**src/rtl/sipo_frame_rx_pkg.sv**
```systemverilog
// ---------------------------------------------------------------------------
// sipo_frame_rx_pkg
//   Shared types and helpers for the sipo_frame_rx serial-to-parallel frame
//   receiver and its shift core.
//
//   Contents:
//     state_t       receive FSM states (data bits, trailing parity bit)
//     PARITY_EVEN   XOR over data + parity bits expected for a good frame
//     clog2_w()     bit-counter width able to hold the value WIDTH
// ---------------------------------------------------------------------------
package sipo_frame_rx_pkg;

    typedef enum logic {
        ST_DATA   = 1'b0,
        ST_PARITY = 1'b1
    } state_t;

    // Even parity: data bits plus the parity bit must XOR to zero.
    localparam logic PARITY_EVEN = 1'b0;

    // Counter must represent 0..WIDTH, hence WIDTH+1 distinct values.
    function automatic int clog2_w(input int width);
        return $clog2(width + 1);
    endfunction

endpackage

```
**src/rtl/sipo_frame_rx_shift_core.sv**
```systemverilog
// ---------------------------------------------------------------------------
// sipo_frame_rx_shift_core
//   Shift register plus bit counter for the SIPO frame receiver. Captures one
//   serial bit per qualified cycle and flags the cycle on which the last data
//   bit of a frame is sampled.
//
//   Parameters:
//     WIDTH      data bits per frame (>= 2)
//     MSB_FIRST  1: shift left, first bit ends in [WIDTH-1]
//                0: shift right, first bit ends in [0]
//
//   Ports:
//     i_clk         clock, rising edge
//     i_rst_n       asynchronous active-low reset
//     i_clear       synchronous abort: counter and shift register to zero
//     i_serial_in   serial data bit
//     i_bit_valid   qualifies i_serial_in
//     i_shift_en    1 while data bits are expected (0 during a parity bit)
//     o_word        frame word including this cycle's bit when shifting,
//                   otherwise the held shift register contents
//     o_frame_done  pulse: the last data bit is being sampled this cycle
//     o_busy        bit counter is non-zero (frame partially received)
// ---------------------------------------------------------------------------
module sipo_frame_rx_shift_core
    import sipo_frame_rx_pkg::*;
#(
    parameter int WIDTH     = 8,
    parameter bit MSB_FIRST = 1'b1
) (
    input  logic             i_clk,
    input  logic             i_rst_n,
    input  logic             i_clear,
    input  logic             i_serial_in,
    input  logic             i_bit_valid,
    input  logic             i_shift_en,
    output logic [WIDTH-1:0] o_word,
    output logic             o_frame_done,
    output logic             o_busy
);

    localparam int            CW       = clog2_w(WIDTH);
    localparam logic [CW-1:0] LAST_IDX = CW'(WIDTH - 1);

    logic [WIDTH-1:0] r_shift;
    logic [CW-1:0]    r_count;
    logic [WIDTH-1:0] w_shift_next;
    logic             w_capture;
    logic             w_last;

    // Direction of shift decides where the first received bit ends up.
    generate
        if (MSB_FIRST) begin : g_msb_first
            assign w_shift_next = {r_shift[WIDTH-2:0], i_serial_in};
        end else begin : g_lsb_first
            assign w_shift_next = {i_serial_in, r_shift[WIDTH-1:1]};
        end
    endgenerate

    // A clear in the same cycle as a bit discards that bit.
    assign w_capture    = i_bit_valid & i_shift_en & ~i_clear;
    assign w_last       = (r_count == LAST_IDX);
    assign o_frame_done = w_capture & w_last;
    assign o_busy       = (r_count != '0);

    // Forwarding the next value lets the top load the frame on the same edge
    // that samples the final bit, giving one cycle of latency.
    assign o_word = i_shift_en ? w_shift_next : r_shift;

    always_ff @(posedge i_clk or negedge i_rst_n) begin
        if (!i_rst_n) begin
            r_shift <= '0;
            r_count <= '0;
        end else if (i_clear) begin
            r_shift <= '0;
            r_count <= '0;
        end else if (w_capture) begin
            r_shift <= w_shift_next;
            r_count <= w_last ? '0 : r_count + CW'(1);
        end
    end

endmodule

```
**src/rtl/sipo_frame_rx.sv**
```systemverilog
// ---------------------------------------------------------------------------
// sipo_frame_rx
//   Parametrised serial-in/parallel-out frame receiver. Collects WIDTH
//   qualified serial bits into a frame, presents it on a held output register
//   with a valid/ready handshake, and raises a sticky overrun flag when a
//   completed frame has to be dropped because the output slot is occupied.
//
//   Optional feature macro: SIPO_PARITY_EN
//     defined   - an even-parity bit follows every WIDTH data bits, and
//                 o_parity_err reports a bad frame alongside o_parallel_out
//     undefined - a frame is exactly WIDTH bits, no o_parity_err port
//
//   Parameters:
//     WIDTH      data bits per frame (>= 2)
//     MSB_FIRST  1: first received bit in o_parallel_out[WIDTH-1], 0: in [0]
//
//   Ports:
//     i_clk           clock, rising edge
//     i_rst_n         asynchronous active-low reset
//     i_clear         sync abort of the current frame, clears overrun
//     i_serial_in     serial data bit
//     i_bit_valid     qualifies i_serial_in
//     i_out_ready     consumer accepts when o_out_valid & i_out_ready
//     o_parallel_out  completed frame, frozen while o_out_valid = 1
//     o_out_valid     frame available
//     o_overrun       sticky: a completed frame was dropped
//     o_parity_err    (SIPO_PARITY_EN only) parity error of held frame
//     o_busy          frame partially received
// ---------------------------------------------------------------------------
module sipo_frame_rx
    import sipo_frame_rx_pkg::*;
#(
    parameter int WIDTH     = 8,
    parameter bit MSB_FIRST = 1'b1
) (
    input  logic             i_clk,
    input  logic             i_rst_n,
    input  logic             i_clear,
    input  logic             i_serial_in,
    input  logic             i_bit_valid,
    input  logic             i_out_ready,
    output logic [WIDTH-1:0] o_parallel_out,
    output logic             o_out_valid,
    output logic             o_overrun,
`ifdef SIPO_PARITY_EN
    output logic             o_parity_err,
`endif
    output logic             o_busy
);

    logic [WIDTH-1:0] r_parallel_out;
    logic             r_out_valid;
    logic             r_overrun;

    logic [WIDTH-1:0] w_core_word;
    logic             w_core_done;
    logic             w_core_busy;
    logic             w_shift_en;
    logic             w_complete;
    logic             w_slot_free;

`ifdef SIPO_PARITY_EN
    state_t           r_state;
    logic             r_parity_err;
    logic             w_parity_err;

    // Data bits are only shifted in while the FSM expects data.
    assign w_shift_en   = (r_state == ST_DATA);
    // The frame is complete when the parity bit itself is sampled.
    assign w_complete   = (r_state == ST_PARITY) & i_bit_valid & ~i_clear;
    assign w_parity_err = ((^w_core_word) ^ i_serial_in) != PARITY_EVEN;
    assign o_parity_err = r_parity_err;
    // The counter has already wrapped while waiting for parity.
    assign o_busy       = w_core_busy | (r_state == ST_PARITY);
`else
    assign w_shift_en   = 1'b1;
    assign w_complete   = w_core_done;
    assign o_busy       = w_core_busy;
`endif

    // A frame can be loaded when the slot is empty or is being emptied now.
    assign w_slot_free = ~r_out_valid | i_out_ready;

    assign o_parallel_out = r_parallel_out;
    assign o_out_valid    = r_out_valid;
    assign o_overrun      = r_overrun;

    sipo_frame_rx_shift_core #(
        .WIDTH     (WIDTH),
        .MSB_FIRST (MSB_FIRST)
    ) u_shift_core (
        .i_clk        (i_clk),
        .i_rst_n      (i_rst_n),
        .i_clear      (i_clear),
        .i_serial_in  (i_serial_in),
        .i_bit_valid  (i_bit_valid),
        .i_shift_en   (w_shift_en),
        .o_word       (w_core_word),
        .o_frame_done (w_core_done),
        .o_busy       (w_core_busy)
    );

    // Receive FSM, output holding register, handshake and overrun tracking.
    // A clear never touches the held frame or out_valid; it only aborts the
    // frame in progress and drops the sticky overrun flag.
    always_ff @(posedge i_clk or negedge i_rst_n) begin
        if (!i_rst_n) begin
            r_parallel_out <= '0;
            r_out_valid    <= 1'b0;
            r_overrun      <= 1'b0;
`ifdef SIPO_PARITY_EN
            r_state        <= ST_DATA;
            r_parity_err   <= 1'b0;
`endif
        end else begin
`ifdef SIPO_PARITY_EN
            if (i_clear) begin
                r_state <= ST_DATA;
            end else if (r_state == ST_DATA && w_core_done) begin
                r_state <= ST_PARITY;
            end else if (r_state == ST_PARITY && i_bit_valid) begin
                r_state <= ST_DATA;
            end
`endif
            if (w_complete) begin
                if (w_slot_free) begin
                    r_parallel_out <= w_core_word;
                    r_out_valid    <= 1'b1;
`ifdef SIPO_PARITY_EN
                    r_parity_err   <= w_parity_err;
`endif
                end else begin
                    r_overrun <= 1'b1;
                end
            end else if (r_out_valid && i_out_ready) begin
                r_out_valid <= 1'b0;
            end

            if (i_clear) begin
                r_overrun <= 1'b0;
            end
        end
    end

endmodule
```
**config.mk**
```make
export PLATFORM = sky130hd
export DESIGN_NAME = sipo_frame_rx
export DESIGN_NICKNAME = d
export VERILOG_FILES = /design/src/rtl/sipo_frame_rx_pkg.sv /design/src/rtl/sipo_frame_rx_shift_core.sv /design/src/rtl/sipo_frame_rx.sv
export SDC_FILE = /design/constraint.sdc
export NUM_CORES = 1
export LEC_CHECK = 0
export CAP_MARGIN = 0
export CORE_MARGIN = 1.5
export CORE_UTILIZATION = 49
export CTS_CLUSTER_DIAMETER = 80
export CTS_CLUSTER_SIZE = 16
export DETAILED_ROUTE_END_ITERATION = 7
export PLACE_DENSITY = 0.85
export SETUP_SLACK_MARGIN = 0.1
export SYNTH_ARGS = -nofsm -noshare
export SYNTH_HDL_FRONTEND = slang
export SYNTH_SLANG_ARGS = --single-unit
```
**constraint.sdc**
```tcl
create_clock -name i_clk -period 1.6 [get_ports i_clk]
set_input_delay 0.4 -clock i_clk [delete_from_list [all_inputs] [get_ports i_clk]]
set_output_delay 0.4 -clock i_clk [all_outputs]
set_load 0.03 [all_outputs]
```
==> Implementation_results.wiki <==
{| class="wikitable"
! Metric !! Value
|-
| Status || complete, no violations
|-
| Worst Max-Slew Pin Slew || roughly 310 ps
|-
| Number of flip-flops and latches in the synthesized netlist || 21
|-
| Number of detailed-routing iterations run before antenna repair || 4
|-
| Met1 usage in global routing || roughly a quarter
|-
| Most common library cell in the layout ignoring fill and taps || sky130_fd_sc_hd__dfrtp_1
|-
| Busiest layer in global routing || met2
|-
| Mean cell area of the mapped netlist || 12.7 um2
|-
| Port-buffer cells || 16
|-
| Most frequent cells in the layout || sky130_fd_sc_hd__dfrtp_1 (20), sky130_fd_sc_hd__buf_4 (12), sky130_fd_sc_hd__nor2_1 (9)
|-
| Reported leakage power || 0.627 nW
|-
| Share of the cycle needed by the critical path after routing || 92.6%
|-
| Starting density of the core || 52.5%
|-
| Detailed-route DRC error count || 0
|-
| Overall die width || 46.2 um
|-
| Routed via count divided by cell count || 4.87
|-
| Number of antenna violations at the first check in global routing || 0
|-
| Kind of path behind the tightest hold check || input pin to asynchronous set/reset pin
|-
| Number of placed cells counting well taps || 116
|-
| Internal power contribution || between 0.6 and 0.7 mW
|-
| Clock tree sinks || 21
|-
| Per-cell routed wire length || 13.1 um
|-
| Proportion of total power due to net switching || 23.4%
|-
| Number of global-route vias before repair || 662
|-
| Die Span Y || 46.2 um
|-
| Arrival time of data at the critical path endpoint || approximately 1100 ps
|-
| Non-filler instance count after layout || approximately 130
|-
| Part of the Yosys area used for sequential elements || between 50% and 60%
|-
| Overall Power || 0.892 mW
|-
| Number of cells on the worst reg-to-reg path || 4
|-
| Io pins || 17
|-
| Synth Instances || 72
|-
| TritonCTS clock tree || yes
|-
| Clk pwr share || between 20% and 30%
|-
| Worst clock skew on the final layout || 4.30 ps
|-
| Number of buffers added by the clock tree synthesis step || 3
|-
| Highest fanout seen on the critical path || 2
|-
| Clock period minus worst slack || 1480 ps
|-
| Critical path required time || 1200 ps
|-
| Net Sw Power || 0.209 mW
|-
| Startpoint types || register
|-
| H-tree lvl count || 1
|-
| Final Setup Violations || 0
|-
| Final Hold Violating Endpoints || 0
|-
| RSZ-0062 raised after global routing || yes
|-
| Total half-perimeter wirelength after legalization and detailed placement || approximately 1100 um
|-
| Final worst slack || 119 ps
|-
| Max Transition Viols Final || 0
|-
| Fin Setup TNS || 0 ps
|-
| Combinational cell fraction of total power || 11.6%
|-
| Number of max-cap violations || 0
|-
| Number of nets in the finished design || 110
|-
| Part of the power in registers || 60.8%
|-
| Count of distinct cell types in the synthesized netlist || 20
|-
| PwrDens || 731 nW/um2
|-
| GPL Wtd Cong || 0.732
|-
| Setup slack on the worst flop-to-flop path || 150 ps
|-
| Die Outline Area || 2140 um2
|-
| Pin count of the biggest net entering global routing || 22
|-
| Final antenna diode count || 0
|-
| Max-slew headroom at the worst pin || ~80%
|-
| Iter 0 DRT Violations || 4
|-
| Place WS || -222 ps
|-
| Util after Layout || 69.9%
|-
| R2r startpoint || u_shift_core.r_count[0]
|-
| Critical setup path kind || register to primary output
|-
| Share of layout cells above drive strength 1 || 35.6%
|-
| Row Count || 15
|-
| Reg2Reg Capture Point || o_parallel_out[6]
|-
| Area growth syn-to-layout || 33.2%
|-
| Count of nets left with antenna violations after detail routing || 0
|-
| Clock latency at the later pin of the worst-skew pair || 300 ps
|-
| Synthesized netlist net count || 80
|-
| Met3 capacity usage during global routing || 3.92%
|-
| Clock Tree Buf Depth || 2
|-
| Post-CTS clock slew at the launch and capture registers of the worst setup and hold paths || 110 ps
|-
| GRT Resource Usage Total || 19.3%
|-
| GR Layer Usage met2 || 33.3%
|-
| Detailed Route WL || 1650 um
|-
| Vias post-DR || 613
|-
| First-pass GRT wire length || 2840 um
|-
| Worst hold slack across all endpoints || 438 ps
|-
| Synthesized area || 916 um2
|-
| Peak supply drop || 0.700 mV
|-
| Achievable Freq || around 680 MHz
|-
| Category of the worst setup path capture point || primary output
|-
| Total of warnings raised by yosys || 0
|-
| Placed Area || about 1100 um2
|-
| Area of the core region || 1750 um2
|-
| Overflow left after global routing || 0
|-
| Final standard cell area without fillers || ~1200 um2
|-
| Cell chosen for the clock root || sky130_fd_sc_hd__clkbuf_4
|}
-- area by class of cell --
cell class,count,area (um2)
timing repair buffer,28,239
multi-input combinational,45,384
sequential,21,527
fill,135,526
inverter,3,11.3
clock inverter,1,5.00
tap,25,31.3
clock buffer,3,22.5
-- registers in the layout (all words and copies together) (netlist names) --
signal	count
u_shift_core.r_shift	7
u_shift_core.r_count	4
o_parallel_out	8
o_out_valid	1
o_overrun	1
-- cell usage after synthesis --
master / number / share of area [%]
sky130_fd_sc_hd__dfrtp_1: 21 / 57
sky130_fd_sc_hd__nor2_1: 10 / 4.1
sky130_fd_sc_hd__mux2i_1: 8 / 8.7
sky130_fd_sc_hd__mux2_2: 5 / 6.1
sky130_fd_sc_hd__nand2_1: 4 / 1.6
sky130_fd_sc_hd__inv_1: 3 / 1.2
sky130_fd_sc_hd__mux2_4: 3 / 4.9
sky130_fd_sc_hd__a21oi_1: 2 / 1.1
sky130_fd_sc_hd__clkbuf_1: 2 / 0.82
sky130_fd_sc_hd__ha_1: 2 / 2.7
sky130_fd_sc_hd__nand2b_1: 2 / 1.4
sky130_fd_sc_hd__nand3_1: 2 / 1.1
sky130_fd_sc_hd__buf_2: 1 / 0.55
sky130_fd_sc_hd__nand3b_1: 1 / 0.82
sky130_fd_sc_hd__nand4_1: 1 / 0.68
sky130_fd_sc_hd__nand4_4: 1 / 2.3
sky130_fd_sc_hd__nor3b_4: 1 / 2.0
sky130_fd_sc_hd__o22ai_1: 1 / 0.68
sky130_fd_sc_hd__or3_1: 1 / 0.68
sky130_fd_sc_hd__xor2_1: 1 / 0.96
-- power groups by stage --
stage,Sequential (mW),Combinational (mW),Clock (mW)
2_1_floorplan,0.553,0.0385,0
3_3_place_gp,0.554,0.0789,0
3_5_place_dp,0.555,0.0806,0
4_1_cts,0.543,0.105,0.260
5_1_grt,0.544,0.115,0.282
6_report,0.543,0.104,0.246
-- timing repair --
item	CTS	global route
pin swaps	2	2
setup endpoints to repair	12	18
gates cloned	0	0
resized for setup	18	14
hold buffers	0	0
buffers inserted	6	0
-- worst max-delay path by stage --
stage,cells after the start,start,end,slack (ps)
6_report,4,u_shift_core.r_count[1],o_busy,120
5_1_grt,4,u_shift_core.r_count[1],o_busy,60
4_1_cts,1,o_parallel_out[2],o_parallel_out[2],80
3_5_place_dp,4,i_clear,o_parallel_out[2],-220
3_3_place_gp,4,i_clear,o_parallel_out[1],-200
2_1_floorplan,3,o_out_valid,o_parallel_out[3],300
-- routing by layer --
metal,vias up,wire length (um)
met3,2,70
met5,-,0
met4,0,17
met1,292,690
met2,18,868
li1,301,-
-- kinds of logic (layout without fill, tap and decap cells) --
group                    count (synthesis)  count (layout)  synth area share (%)
AO/OA/AOI/OAI                            3               3                  1.78
XOR/XNOR                                 1               1                 0.956
adder cells (fa/ha/maj)                  2               2                  2.73
buffers and inverters                    6              35                  2.60
flip-flops                              21              21                  57.4
multiplexers                            16              16                  19.8
AND/OR/NAND/NOR                         23              23                  14.8
-- worst max-delay path, stage by stage, from the launching register on --
cell                      delay (ps)
sky130_fd_sc_hd__dfrtp_1         410
sky130_fd_sc_hd__inv_2            70
sky130_fd_sc_hd__ha_4            120
sky130_fd_sc_hd__nand2_2          40
sky130_fd_sc_hd__buf_6           130
No activity file was read; power rests on OpenSTA's default activity.
